--- src/rtl/lsu_ctrl.sv ---
// Load/store control stage in front of a byte-addressed data RAM: one request
// in, one RAM access cycle, one response out.
module lsu_ctrl #(
    parameter int W           = 32,
    parameter int ADDR_BITS   = 8,
    parameter bit ALIGN_CHECK = 1'b1
) (
    input  logic         clk,
    input  logic         rst_n,
    input  logic         req_valid,
    output logic         req_ready,
    input  logic         req_we,
    input  logic [2:0]   req_funct3,
    input  logic [W-1:0] req_base,
    input  logic [W-1:0] req_offset,
    input  logic [W-1:0] req_wdata,
    input  logic [4:0]   req_rd,
    output logic         resp_valid,
    input  logic         resp_ready,
    output logic [W-1:0] resp_rdata,
    output logic [4:0]   resp_rd,
    output logic         resp_err,
    output logic [W-1:0] ram_addr,
    output logic [W-1:0] ram_wdat,
    output logic         ram_we,
    output logic         ram_re,
    output logic [3:0]   ram_type,
    output logic         sign,
    input  logic [W-1:0] data_reg
);

    localparam logic [1:0] IDLE  = 2'd0;
    localparam logic [1:0] WRITE = 2'd1;
    localparam logic [1:0] READ  = 2'd2;
    localparam logic [1:0] RESP  = 2'd3;

    localparam logic [W:0] RAM_BYTES = (W+1)'(1) << ADDR_BITS;

    logic [1:0]   state_reg;
    logic [2:0]   funct3_reg;
    logic [4:0]   rd_reg;
    logic [W-1:0] eff;
    logic [2:0]   size_bytes;
    logic [3:0]   store_mask;
    logic [3:0]   load_code;
    logic [W:0]   last_byte;
    logic         illegal;
    logic         misaligned;
    logic         out_of_range;
    logic         err;
    logic [W-1:0] load_data;

    assign req_ready = (state_reg == IDLE);
    assign eff       = req_base + req_offset;

    always_comb begin
        size_bytes = 3'd4;
        store_mask = 4'b1111;
        load_code  = 4'b1000;
        case (req_funct3[1:0])
            2'b00: begin
                size_bytes = 3'd1;
                store_mask = 4'b0001;
                load_code  = 4'b0001;
            end
            2'b01: begin
                size_bytes = 3'd2;
                store_mask = 4'b0011;
                load_code  = 4'b0010;
            end
            default: ;
        endcase
    end

    assign illegal = req_we ? (req_funct3[2] || (req_funct3[1:0] == 2'b11))
                            : ((req_funct3[1:0] == 2'b11) || (req_funct3 == 3'b110));

    assign misaligned = ALIGN_CHECK &&
                        (((size_bytes == 3'd2) && eff[0]) ||
                         ((size_bytes == 3'd4) && (eff[1:0] != 2'b00)));

    // One extra bit so a top-of-space access cannot wrap back into range.
    assign last_byte    = {1'b0, eff} + (W+1)'(size_bytes) - (W+1)'(1);
    assign out_of_range = (last_byte >= RAM_BYTES);
    assign err          = illegal || misaligned || out_of_range;

    // RAM returns the addressed data right-aligned; only extension happens here.
    always_comb begin
        load_data = data_reg;
        case (funct3_reg[1:0])
            2'b00:   load_data = {{(W-8){~funct3_reg[2] & data_reg[7]}}, data_reg[7:0]};
            2'b01:   load_data = {{(W-16){~funct3_reg[2] & data_reg[15]}}, data_reg[15:0]};
            default: ;
        endcase
    end

    always_ff @(posedge clk) begin
        if (!rst_n) begin
            state_reg  <= IDLE;
            funct3_reg <= '0;
            rd_reg     <= '0;
            resp_valid <= 1'b0;
            resp_rdata <= '0;
            resp_rd    <= '0;
            resp_err   <= 1'b0;
            ram_addr   <= '0;
            ram_wdat   <= '0;
            ram_we     <= 1'b0;
            ram_re     <= 1'b0;
            ram_type   <= '0;
            sign       <= 1'b0;
        end else begin
            ram_we   <= 1'b0;
            ram_re   <= 1'b0;
            ram_type <= '0;
            sign     <= 1'b0;
            case (state_reg)
                IDLE: begin
                    if (req_valid) begin
                        funct3_reg <= req_funct3;
                        rd_reg     <= req_rd;
                        if (err) begin
                            state_reg  <= RESP;
                            resp_valid <= 1'b1;
                            resp_err   <= 1'b1;
                            resp_rdata <= '0;
                            resp_rd    <= req_we ? 5'd0 : req_rd;
                        end else if (req_we) begin
                            state_reg <= WRITE;
                            ram_addr  <= eff;
                            ram_wdat  <= req_wdata;
                            ram_we    <= 1'b1;
                            ram_type  <= store_mask;
                        end else begin
                            state_reg <= READ;
                            ram_addr  <= eff;
                            ram_re    <= 1'b1;
                            ram_type  <= load_code;
                            sign      <= ~req_funct3[2];
                        end
                    end
                end
                WRITE: begin
                    state_reg  <= RESP;
                    resp_valid <= 1'b1;
                    resp_err   <= 1'b0;
                    resp_rdata <= '0;
                    resp_rd    <= '0;
                end
                READ: begin
                    state_reg  <= RESP;
                    resp_valid <= 1'b1;
                    resp_err   <= 1'b0;
                    resp_rdata <= load_data;
                    resp_rd    <= rd_reg;
                end
                RESP: begin
                    if (resp_ready) begin
                        state_reg  <= IDLE;
                        resp_valid <= 1'b0;
                    end
                end
                default: state_reg <= IDLE;
            endcase
        end
    end

endmodule
--- config.mk ---
export PLATFORM = sky130hd
export DESIGN_NAME = lsu_ctrl
export DESIGN_NICKNAME = d
export VERILOG_FILES = /design/src/rtl/lsu_ctrl.sv
export SDC_FILE = /design/constraint.sdc
export NUM_CORES = 1
export LEC_CHECK = 0
export CAP_MARGIN = 0
export CORE_ASPECT_RATIO = 0.6
export CORE_MARGIN = 4
export CORE_UTILIZATION = 53
export CTS_CLUSTER_SIZE = 12
export DETAILED_ROUTE_END_ITERATION = 6
export GPL_TIMING_DRIVEN = 0
export PLACE_DENSITY = 0.91
export SYNTH_ARGS = -nofsm -noshare
export SYNTH_HDL_FRONTEND = slang
export SYNTH_SLANG_ARGS = --single-unit
--- constraint.sdc ---
create_clock -name clk -period 10.5 [get_ports clk]
set_input_delay 2.1 -clock clk [delete_from_list [all_inputs] [get_ports clk]]
set_output_delay 2.1 -clock clk [all_outputs]
set_load 0.005 [all_outputs]
# Yosys cells after proc, flatten, opt, wreduce, memory -nomap -nowiden
# Cells that the tools add are included.
# word_totals
ff_bits	120
latchBits	0
ramBits	0
romBits	0
in_bits	141
out_inout_bits	111
wordCells	85
mem_count	0
# classes
addsub	3
multipliers	0
div	0
magnitude_cmp	1
eq_ne	12
shift	0
n_mux	25
n_bitwise	8
reduce_logical	23
# ops
op	n
$pmux 32 s3	1
$mux 32	2
$pmux 32 s2	1
$add 32x3->33	1
$ge 33x9->1 const B	1
$sub 33x1->33 const B	1
$add 32x32->32	1
$pmux 4 s2	2
$mux 5	3
$pmux 5 s3	1
$reduce_and 3->1	4
$mux 2	4
$eq 2x1->1 const B	3
$eq 2x2->1 const B	3
$eq 3x3->1 const B	2
$logic_not 2->1	3
$mux 1	6
$not 1->1	6
$pmux 2 s3	1
$pmux 3 s2	1
$logic_or 1x1->1	5
$reduce_or 5->1	1
$mux 4	1
$ne 2x2->1 const B	2
12 further kinds	16

# Longest topological paths before layout
# Gate-level depths: netlist of run 1.
# logic_depth
ltp_word	10
depth_mapped	30
mapped_depth_nobuf	28

# Least setup slack after synthesis of run 1
# OpenSTA, ideal clock, no wires.
# synth_path
kind	input to register
start	input req_base[3]
end	register resp_rd[0]
arrival_ns	7.791
t_required_ns	10.428
slack_ns	2.637
stages	27
cell_sequence	ha_1 > a21o_1 > a21oi_2 > nand2_1 > a21o_1 > a21o_1 > a21o_1 > a21oi_1 > xnor2_1 > inv_1 > ha_1 > a21o_1 > a31oi_1 > a21boi_0 > o211a_1 > nand2_1 > or4_1 > nand2b_1 > a311o_1 > xor2_1 > o2111ai_1 > or4bb_1 > nor4_4 > or3_1 > buf_6 > buf_12 > mux2i_1
# synth_between
elab_chain_cells	7
# synth_rtl
element	line_no	rtl
start, declared	14	input logic [W-1:0] req_base,
$add 32x32->32	54	assign eff = req_base + req_offset;
via eff[9]	42	logic [W-1:0] eff;
$add 32x3->33	83	assign last_byte = {1'b0, eff} + (W+1)'(size_bytes) - (W+1)'(1);
$sub 33x1->33	83	
$ge 33x9->1	84	assign out_of_range = (last_byte >= RAM_BYTES);
$logic_or 1x1->1	85	assign err = illegal || misaligned || out_of_range;
$ne 2x1->1 (no source line)	n/a	
$reduce_and 3->1 (no source line)	n/a	
end signal, assigned	127	resp_rd <= req_we ? 5'd0 : req_rd;
end signal, assigned	155	resp_rd <= rd_reg;
end, declared	21	output logic [4:0] resp_rd,
# The timed path passes the listed nets, and every way through them passes these cells.
# A chain may end at the register's enable or synchronous reset.

# Worst setup path after layout of run 1
# layout_path
start	input req_offset[16]
end	register ram_addr[26]
# layout_between
elab_chain_cells	7
# layout_rtl
element	line_no	rtl
start, declared	15	input logic [W-1:0] req_offset,
$add 32x32->32	54	
via eff[30]	42	
$add 32x3->33	83	
$sub 33x1->33	83	
$ge 33x9->1	84	
$logic_or 1x1->1	85	
$not 1->1 (no source line)	n/a	
$reduce_and 3->1 (no source line)	n/a	
end signal, assigned	106	ram_addr <= '0;
end signal, assigned	130	ram_addr <= eff;
end signal, assigned	136	ram_addr <= eff;
end, declared	23	output logic [W-1:0] ram_addr,
# The timed path passes the listed nets, and every way through them passes these cells.

==> run summary, run 1 <==
Die Footprint = 0.01848 mm^2
Die Y = 106.9 um
most common cell type on the critical path = clkbuf_1
clock tree from TritonCTS = done
Async S/R FF share, synth = 0
arrival time of data at the critical path endpoint = 9740 ps
ys flop type = dfxtp_1
wire length of the first global-routing pass = 47.34 mm
synthesized net count = 1331
count of distinct cell types in the synthesized netlist = 87
cell types occupying the most area after synthesis = dfxtp_1 (28%), ha_1 (9.0%), nand2_1 (8.3%)
status = finished, final reports clean
clock period minus final worst setup slack = 9471 ps
routed vias/inst = 6.024
data required time at the worst endpoint = 10770 ps
Yosys warning count = 0
antenna-violating nets left = 0
DRC violation count after routing = 0
detailed placer's ending HPWL = 23.95 mm
Buffers on Ports = 251
initial drt markers = 1122
count of hold buffers inserted by post-cts repair = 0
CTS H-Tree Depth = 4
leftover overflow at the end of global routing = 0
net count reported at finish = 1601
number of setup buffers added after CTS = 0
measured slew at the worst slew-check pin = 860.5 ps
library cell occupying the most area in the post-synthesis netlist = dfxtp_1
max frequency = 105.6 MHz
largest registers = ram_addr x32, ram_wdat x32, resp_rdata x32
count of flip-flops with a built-in enable after synthesis = 0
Critical Path Slowest Stage Cell = nor4_1
Final setup violation count = 0
cells resized by post-CTS repair = 0
fraction of the yosys area taken by sequential cells = 0.2779
kind of critical path = input pin to register
final setup TNS = 0 ps
starting density of the core = 0.5514
number of vias after detailed routing = 9711
power density relative to cell area = 168.1 mW/mm^2
critical path endpoint category = register
maximum fanout encountered on the critical timing path = 10
antenna violations before repair = 0
highest-count cells in the layout ignoring fill and taps = clkdlybuf4s50_1 (251), nand2_1 (192), a21oi_1 (138)
final number of hold-violating endpoints = 0
largest voltage drop on the vdd net = 0.1202 mV
clock latency on the worst-skew pair = 410 ps
unrepaired setup endpoints after global routing = no
number of global-route vias before repair = 9157
slowest stage delay, CP = 610 ps
# Max-Cap Violations = 0
fraction of synthesized cell area taken by the top area cell type = 0.2779
maximum clock skew at final layout = 13.51 ps
number of storage elements in the synthesis netlist = 120
Leakage = 4.804 nW
worst hold slack = 455.8 ps
most common library cell in the layout ignoring fill and taps = clkdlybuf4s50_1
Root Buffer = clkbuf_16
GRT Total Usage = 0.3131
total count of max-transition violations in the final report = 0
maximum root-to-sink buffer count = 2
final antenna diode count = 0
Worst-path clk slew = 60 ps
Cells after DPL = 1580
detail-routed net length per standard cell = 18.87 um
Gate Count Post-Synth = 1126
Inserted Clock Buffers = 17
placer congestion estimate = 1.048
post-synthesis instance area = 0.008645 mm^2
relative max-transition margin = 0.4222
total routed wirelength = 30.42 mm
Cell Rows = 35
Synth Area per Inst = 7.677 um^2
crit start category = input pin
class of the tightest hold or removal check = register to register
IO Pins = 252
part of the cycle the worst path needs = 0.9020
number of iterations in the first detailed-routing pass = 7
Syn-to-layout area delta = 38.62%
core outline area = 0.01568 mm^2
floorplan die width = 172.9 um
share of post-route cells with drive strength above 1 = 0.06033
count of clock tree sinks = 120
pin count of the biggest net entering global routing = 17
Layout Cells excl Fill = 1612
==> worst max-delay path, delay by kind of cell <==
family	cells	cell delay, ps
AO/OA/AOI/OAI	12	2320
XOR/XNOR	1	420
adder cells (fa/ha/maj)	2	490
buffers and inverters	5	1770
AND/OR/NAND/NOR	10	2660
==> metrics by stage <==
step                      worst slack, ps  utilization  power, mW  area [um^2]
after floorplan                      2637            -      1.146         8645
after global placement               1140       0.7279      1.387        11410
after detailed placement            868.2       0.7279      1.413        11410
after CTS                            1235       0.7643      1.990        11980
after global routing                470.2       0.7643      2.121        11980
final                                1029       0.7643      2.015        11980
==> layout make-up <==
type | instances | area [um^2]
Clock buffer | 18 | 429.2
Sequential cell | 120 | 2402
Tap cell | 203 | 254.0
Clock inverter | 14 | 142.6
Multi-Input combinational cell | 871 | 5647
Timing Repair Buffer | 251 | 2512
Buffer | 66 | 336.6
Inverter | 69 | 259.0
Fill cell | 1174 | 3695
==> cell usage after synthesis, types with 4 or more instances <==
library cell and number:
nand2_1 192, a21oi_1 138, dfxtp_1 120, o21ai_0 75, inv_1 67, ha_1 62
nand3_1 55, mux2i_1 45, clkbuf_1 44, nor2_1 39, a21o_1 22, xnor2_1 19
o211ai_1 15, and3_1 14, buf_2 14, xor2_1 13, nand4_1 12, nor3_1 11
o21a_1 11, nand2b_1 8, o211a_1 8, a211oi_1 6, and2_1 6, a21oi_2 5
a31oi_1 5, o31ai_1 5, or3_1 5, a21boi_0 4, and4_1 4, nor2b_1 4
nor4_1 4, o2111ai_1 4, o21ai_1 4
==> worst paths after layout <==
kind,cells past startpoint,end,from,slack (ps)
worst max-delay path,30,ram_addr[26],req_offset[16],1030
worst min register to register,2,ram_addr[21],ram_addr[21],460
worst max register to register,10,ram_addr[26],state_reg[0],7600
worst min-delay path,2,ram_addr[21],ram_addr[21],460
==> report_power, final <==
part / switching [mW] / internal (mW)
logic: 0.537 / 0.400
registers: 0.0176 / 0.485
clock network: 0.243 / 0.333
==> cell families after synthesis <==
group	Yosys count	synth area share
and+or+nand+nor	373	0.2022
xor gates and xnor gates	35	0.03937
DFF	120	0.2779
muxes	48	0.05601
AOI/OAI and AO/OA	351	0.2613
adders and majority gates	64	0.09437
buffers and inverters	135	0.06890
==> metal layers <==
metal,wire [um],track usage,vias up
met5,0,0,-
met4,429,0.07001,0
met3,3686,0.1131,46
met2,12830,0.4707,537
met1,13480,0.4317,4546
li1,-,-,4582
Power figures use the tool's default switching activity.
==> inputs of run 2 (changes only) <==
--- a/config.mk
+++ b/config.mk
@@ -13,6 +13,7 @@
 export DETAILED_ROUTE_END_ITERATION = 6
 export GPL_TIMING_DRIVEN = 0
 export PLACE_DENSITY = 0.91
+export SETUP_SLACK_MARGIN = 0.05
 export SYNTH_ARGS = -nofsm -noshare
 export SYNTH_HDL_FRONTEND = slang
 export SYNTH_SLANG_ARGS = --single-unit
==> results of run 2 <==
The final DEF is identical to that of run 1; final timing and power are the same.
